==> config.mk <==
export PLATFORM = sky130hd
export DESIGN_NAME = mux_dwell_sequencer
export DESIGN_NICKNAME = d
export VERILOG_FILES = /design/src/rtl/mux_dwell_sequencer.sv
export SDC_FILE = /design/constraint.sdc
export NUM_CORES = 1
export LEC_CHECK = 0
export BUFFER_PORTS_ARGS = -buffer_cell sky130_fd_sc_hd__clkbuf_2
export CORE_MARGIN = 2
export CORE_UTILIZATION = 47
export CTS_CLUSTER_DIAMETER = 120
export DETAILED_ROUTE_END_ITERATION = 7
export GPL_ROUTABILITY_DRIVEN = 0
export PLACE_DENSITY = 0.82
export SKIP_LAST_GASP = 1
export SYNTH_ARGS = -nofsm -noshare
export SYNTH_HDL_FRONTEND = slang
export SYNTH_SLANG_ARGS = --single-unit
export TNS_END_PERCENT = 1
==> constraint.sdc <==
create_clock -name CLK -period 1.7 [get_ports CLK]
set_clock_uncertainty 0.1 [all_clocks]
set_input_delay 0.17 -clock CLK [delete_from_list [all_inputs] [get_ports CLK]]
set_output_delay 0.17 -clock CLK [all_outputs]
set_load 0.02 [all_outputs]
==> src/rtl/mux_dwell_sequencer.sv <==
// mux_dwell_sequencer
// Accepts one (channel, dwell) command at a time, selects the mux channel,
// loads the downstream dwell down-counter, ticks it from a prescaler and
// waits for its busy flag to fall before pulsing done.
// Build option: define MUX_SETTLE_EN to insert a SETTLE state that holds the
// freshly selected mux for SETTLE_CYCLES before the counter is loaded.
// Outputs come only from registered state and registered data, so there is
// no combinational path from any input to any output.
module mux_dwell_sequencer #(
  parameter int WIDTH         = 3,
  parameter int CHAN_WIDTH    = 4,
  parameter int PRESCALE      = 8,
  parameter int SETTLE_CYCLES = 2
) (
  input  logic                  CLK,
  input  logic                  RST,
  input  logic                  cmdValid,
  output logic                  cmdReady,
  input  logic [CHAN_WIDTH-1:0] cmdChannel,
  input  logic [WIDTH-1:0]      cmdDwell,
  input  logic                  cntBusy,
  output logic [WIDTH-1:0]      cntData,
  output logic                  cntLoad,
  output logic                  cntEnable,
  output logic [CHAN_WIDTH-1:0] muxChannel,
  output logic                  muxEnable,
  output logic                  done
);

  // One shared counter serves both the settle delay and the tick prescaler,
  // so it is sized for whichever of the two needs the larger range.
  localparam int PRE_MAX = (PRESCALE > SETTLE_CYCLES) ? PRESCALE : SETTLE_CYCLES;
  localparam int PW      = (PRE_MAX > 1) ? $clog2(PRE_MAX) : 1;
  localparam logic [PW-1:0] PRE_LAST = PW'(PRESCALE - 1);
`ifdef MUX_SETTLE_EN
  localparam logic [PW-1:0] SETTLE_LAST = PW'(SETTLE_CYCLES - 1);
`endif

  typedef enum logic [2:0] {
    IDLE   = 3'd0,
    SELECT = 3'd1,
`ifdef MUX_SETTLE_EN
    SETTLE = 3'd2,
`endif
    LOAD   = 3'd3,
    WAIT   = 3'd4,
    DONE   = 3'd5
  } state_t;

  state_t                state;
  logic [PW-1:0]         presc;
  logic                  ready_q;
  logic [CHAN_WIDTH-1:0] channel_q;
  logic [WIDTH-1:0]      dwell_q;

  // Sequencer FSM together with its prescaler, ready flag and captured command.
  always_ff @(posedge CLK) begin
    if (RST) begin
      state     <= IDLE;
      presc     <= '0;
      ready_q   <= 1'b0;
      channel_q <= '0;
      dwell_q   <= '0;
    end else begin
      case (state)
        IDLE: begin
          if (cmdValid && ready_q) begin
            channel_q <= cmdChannel;
            dwell_q   <= cmdDwell;
            ready_q   <= 1'b0;
            state     <= SELECT;
          end else begin
            ready_q   <= 1'b1;
          end
        end
        SELECT: begin
          presc <= '0;
`ifdef MUX_SETTLE_EN
          state <= SETTLE;
`else
          state <= LOAD;
`endif
        end
`ifdef MUX_SETTLE_EN
        SETTLE: begin
          if (presc == SETTLE_LAST) begin
            presc <= '0;
            state <= LOAD;
          end else begin
            presc <= presc + 1'b1;
          end
        end
`endif
        LOAD: begin
          presc <= '0;
          state <= WAIT;
        end
        WAIT: begin
          presc <= (presc == PRE_LAST) ? '0 : presc + 1'b1;
          if (!cntBusy) begin
            state <= DONE;
          end
        end
        DONE: begin
          ready_q <= 1'b1;
          state   <= IDLE;
        end
        default: begin
          presc   <= '0;
          ready_q <= 1'b0;
          state   <= IDLE;
        end
      endcase
    end
  end

  assign cmdReady   = ready_q;
  assign cntData    = dwell_q;
  assign muxChannel = channel_q;
  assign muxEnable  = (state != IDLE);
  assign cntLoad    = (state == LOAD);
  assign cntEnable  = (state == WAIT) && (presc == PRE_LAST);
  assign done       = (state == DONE);

endmodule

==> impl_metrics.tcl, run 1 <==
set metrics [dict create \
    path_max_fanout 3 \
    netlist_area_um2 689 \
    cts_sinks 14 \
    max_stage_delay_ns 0.33 \
    fin_area_um2 830 \
    die_w_um 42.3 \
    drt_iter0_markers 18 \
    antenna_found_initial 0 \
    finalHoldViolCount 0 \
    drc 0 \
    path_cells "ha_1 > ha_1 > and3b_1 > clkbuf_2" \
    first_global_vias 552 \
    cts_tree "built" \
    root_buffer "clkbuf_4" \
    dr.pass1.iters 4 \
    routed_wl_um 1370 \
    synth_top_flop_cell "dfxtp_1" \
    utilization 0.622 \
    core_mm2 0.00133 \
    finalNonFillerCells 109 \
    worst_pin_slew_ns 0.320 \
    grt.overflow.total 0 \
    yosysTopAreaCell "dfxtp_1" \
    status "finished, final reports clean" \
    ys_seq_area_frac 0.407 \
    synth_cell_type_count 23 \
    drv_slew 0 \
    cts_buffers 3 \
    yosys-top-cells-count "14 x dfxtp_1, 14 x nand2b_1, 7 x mux2i_1, 6 x nor3_1" \
    die_area_mm2 0.00179 \
    die_h_um 42.3 \
    cts_buffer_depth 2 \
    rsz0062_at_grt "no" \
    setup_tns_ns 0 \
    io_buffers 22 \
    io_pins 23 \
    num_vias 575 \
    period_share 0.920 \
    clk_pin_slew_ns 0.08 \
    drive_gt1_frac 0.330 \
    antennaDiodeCount 0 \
    wl_per_cell_um 12.6 \
    netlist_instances 72 \
    vias_per_cell 5.28 \
    worstPathRequired_ns 1.43 \
    synth_seq_cells 14 \
    synth_area_leaders "dfxtp_1 41%, nand2b_1 13%, mux2i_1 10%, nor3_1 4.4%, ha_1 3.6%" \
    fin_crit_ns 1.56 \
    crit_path_frequent_cell "ha_1" \
    fillers 130 \
    synth_top_area_frac 0.407 \
    initial_core_util 0.517 \
    grt_max_degree 22 \
    hold_class "primary input to register" \
    clk_latency_ns 0.27 \
    grt_pass1_wl_um 2270 \
    htreeDepth 1 \
    ant_nets 0 \
    cts_hold_buf 0 \
    postSynthAreaPerCell_um2 9.58 \
    worstSetupPathType "register to output pin" \
    place_area_um2 803 \
    cp_slowest_cell "dfxtp_1" \
    syn2layout_area_growth_pct 20.3 \
    hpwl_um 1040 \
    synthArstFlopShare 0 \
    powerDensity_mw_per_mm2 812 \
    fmax_mhz 640 \
    finalSetupViolations 0 \
    synth_edf_count 0 \
    p_leak_nw 0.384 \
    arrival_ns 1.29 \
    ys_warn_count 0 \
    maxCapViolations 0 \
    num_rows 13 \
    placedCellCount 106 \
    peakVddDrop_mv 0.468 \
    endpoint_kind "output pin" \
    grt_usage 0.169 \
    nets 109 \
    start_kind "register" \
    relSlewSlack 0.785 \
    synth_nets 85 \
]
-- power by group --
part / internal, mW / switching [mW] / total (mW)
Combinational: 0.0580 / 0.0745 / 0.133
Clock: 0.0820 / 0.0959 / 0.178
Sequential: 0.346 / 0.0176 / 0.363
Total: 0.486 / 0.188 / 0.674
-- sequential cells by signal (all words and copies together), names as in the netlist --
register / count
cmdReady: 1
cntData: 3
muxChannel: 4
presc: 3
state: 3
-- routing by layer --
| metal | vias to the layer above | GRT usage | share of wire |
|---|---|---|---|
| li1 | 288 | - | - |
| met1 | 264 | 0.179 | 0.39 |
| met2 | 23 | 0.298 | 0.53 |
| met3 | 0 | 0.0776 | 0.071 |
| met4 | 0 | 0.0438 | 0 |
| met5 | - | 0 | 0 |
-- cell usage in the layout, fill, tap and decap left out --
cell type,Yosys,final
and3b_1,1,1
mux2_2,1,1
clkbuf_4,0,3
nor2_1,3,3
a2bb2oi_1,1,1
nor2b_1,2,1
xnor2_1,1,1
ha_1,2,2
a21oi_1,3,3
mux2i_1,7,7
nand2_1,1,1
nor2_8,1,1
and2b_1,1,1
dfxtp_2,0,1
or3_4,1,1
and2_1,2,2
nor2b_2,0,1
and3_1,1,1
clkbuf_2,0,22
inv_1,2,2
dfxtp_1,14,13
a22oi_1,3,3
nor4_1,1,1
nand2b_1,14,14
buf_4,0,1
nor3_1,6,6
-- what timing repair did --
action | CTS | global route
buffers inserted | 0 | 0
endpoints found under the setup margin | 1 | 1
gates resized for setup | 1 | 1
gates cloned | 0 | 0
-- cell families (layout without fill, tap and decap cells) --
kind of cell    after synthesis  after routing  synth area share
fa+ha+maj                     2              2            0.0363
buf+inv                       6             28            0.0436
simple gates                 34             34             0.316
mux                           8              8             0.118
flops                        14             14             0.407
compound gates                7              7            0.0671
xor+xnor                      1              1            0.0127
-- metrics by stage --
stage                     worst slack, ns  hold WS (ns)  power [mW]
after floorplan                     0.299         0.225       0.461
after global placement              0.283         0.317       0.498
after detailed placement            0.243         0.329       0.503
after CTS                          0.0379        0.0307       0.682
after global routing               0.0805        0.0250       0.713
final                               0.137        0.0342       0.674
-- path summary, 6_finish.rpt --
path | startpoint | to | slack [ns] | cells after the start
worst max-delay path | presc[0] | cntEnable | 0.14 | 4
worst min-delay path | cmdDwell[2] | cntData[2] | 0.03 | 3
worst max register to register | presc[0] | presc[2] | 0.22 | 5
worst min register to register | cntData[2] | cntData[2] | 0.38 | 2
-- critical path: cells and delay by family, from the launching register on --
family | cells | cell delay (ns)
buffers and inverters | 1 | 0.15
and+or+nand+nor | 1 | 0.16
adders and majority gates | 2 | 0.39
DFF | 1 | 0.33
-- cell type report --
cell class	count	area (um^2)	share of cell area
Inverter	2	7.51	0.00905
Tap cell	15	18.8	0.0226
Timing Repair Buffer	23	118	0.142
Multi-Input combinational cell	52	382	0.460
Clock buffer	3	22.5	0.0271
Sequential cell	14	282	0.339
Power figures use the tool's default switching activity.
==> run 2, diff against run 1 <==
--- a/config.mk
+++ b/config.mk
@@ -12,6 +12,7 @@
 export DETAILED_ROUTE_END_ITERATION = 7
 export GPL_ROUTABILITY_DRIVEN = 0
 export PLACE_DENSITY = 0.82
+export REMOVE_ABC_BUFFERS = 1
 export SKIP_LAST_GASP = 1
 export SYNTH_ARGS = -nofsm -noshare
 export SYNTH_HDL_FRONTEND = slang
==> impl_metrics.tcl, run 2 (same netlist as run 1, synthesis figures left out) <==
set metrics [dict create \
    io_buffers 22 \
    die_h_um 42.3 \
    placedCellCount 106 \
    worstPathRequired_ns 1.43 \
    fillers 113 \
    reg2reg_to "presc[2]" \
    wl_per_cell_um 11.7 \
    final_common_cell "clkbuf_2" \
    hp-start "cmdDwell[2]" \
    cp_slowest_cell "dfxtp_1" \
    antenna_found_initial 0 \
    antennaDiodeCount 0 \
    path_buf_inv 1 \
    cts_buffers 3 \
    worst_pin_slew_ns 0.379 \
    p_leak_nw 0.391 \
    start_kind "register" \
    io_pins 23 \
    rsz0062_at_grt "no" \
    intPower_mw 0.533 \
    worstSetupEndpoint "done" \
    worstHoldPathCells 3 \
    drive_gt1_frac 0.316 \
    path_max_fanout 9 \
    regArea_um2 280 \
    pre_cts_ws_ns 0.239 \
    cts_buffer_depth 2 \
    finalHoldViolCount 0 \
    timing.rr.start "presc[0]" \
    grt_max_degree 22 \
    root_buffer "clkbuf_4" \
    rr_worst_depth 5 \
    ant_nets 0 \
    num_rows 13 \
    finalNonFillerCells 110 \
    startpoint "state[2]" \
    worstSetupPathType "register to output pin" \
    swShare 0.271 \
    endpoint_kind "output pin" \
    clk_latency_ns 0.28 \
    multi_input_area_um2 379 \
    status "finished, final reports clean" \
    nets 109 \
    whs_ns 0.0301 \
    place_area_um2 803 \
    initial_core_util 0.517 \
    setup_tns_ns 0 \
    fmax_mhz 615 \
    peakVddDrop_mv 0.485 \
    r2r_setup_slack_ns 0.22 \
    power.total_mw 0.731 \
    ctsResizeCount 0 \
    drv_slew 0 \
    switching_power_mw 0.198 \
    cts_setup_buffers 0 \
    finalSetupViolations 0 \
    first_global_vias 539 \
    worst_slack_ns 0.0736 \
    drt_iter0_markers 6 \
    num_vias 571 \
    dr.pass1.iters 4 \
    power_frac_seq 0.499 \
    grt_pass1_wl_um 2130 \
    fin_crit_ns 1.63 \
    routed_wl_um 1290 \
    powerDensity_mw_per_mm2 870 \
    vias_per_cell 5.19 \
    utilization 0.629 \
    arrival_ns 1.36 \
    die_w_um 42.3 \
    final_cell_mix "22 x clkbuf_2, 14 x nand2b_1, 14 x dfxtp_1" \
    critPathTopFamily "flip-flops" \
    drc 0 \
    largest_reg_flops 4 \
    die_area_mm2 0.00179 \
    grt_usage 0.159 \
    cts_sinks 14 \
    hpwl_um 941 \
    comb_power_share 0.174 \
    syn2layout_area_growth_pct 21.8 \
    hold_class "primary input to register" \
    pwr-share-clk 0.327 \
    cts_hold_buf 0 \
    path_cells "nor2b_1 > and2_1 > clkbuf_2" \
    grt.overflow.total 0 \
    worst-path-stages 3 \
    maxCapViolations 0 \
    fin_area_um2 840 \
    htreeDepth 1 \
    core_mm2 0.00133 \
    cts_tree "built" \
    clk_pin_slew_ns 0.09 \
    period_share 0.957 \
    max_stage_delay_ns 0.50 \
    relSlewSlack 0.747 \
]
## run 2: changes by cell type in the layout (fill, tap and decap cells not counted)
cell | previous run | this run
dfxtp_1 | 13 | 14
clkbuf_8 | 0 | 1
dfxtp_2 | 1 | 0
nor2b_2 | 1 | 0
nor2b_1 | 1 | 2
## run 2: metal layers
layer | global-route usage | wire [um] | vias to the layer above
met4 | 0.113 | 31 | 0
met3 | 0.0259 | 36 | 4
met2 | 0.265 | 631 | 12
li1 | - | - | 293
met1 | 0.182 | 591 | 262
met5 | 0 | 0 | -
## run 2: cell type report
type / count / area share
clock buffers: 4 / 0.0432
inverters: 2 / 0.00894
multi-input cells: 52 / 0.452
flip-flops and latches: 14 / 0.334
well taps: 15 / 0.0224
repair buffers: 23 / 0.140
## run 2: worst min path at each step
stage / slack [ns] / to
floorplan: 0.14 / state[1]
global placement: 0.32 / muxChannel[0]
detailed placement: 0.32 / muxChannel[0]
CTS: 0.03 / muxChannel[0]
global route: 0.04 / muxChannel[0]
finish: 0.03 / cntData[2]
## run 2: worst min-delay path, delay by kind of cell
family / cells / cell delay [ns]
mux: 1 / 0.06
buf+inv: 1 / 0.08
simple gates: 1 / 0.06
## run 2: power groups by stage
stage	logic (mW)	registers, mW	clock network [mW]
finish	0.127	0.364	0.239
global placement	0.126	0.371	0
floorplan	0.0700	0.385	0
CTS	0.129	0.364	0.243
detailed placement	0.129	0.372	0
global route	0.138	0.368	0.251
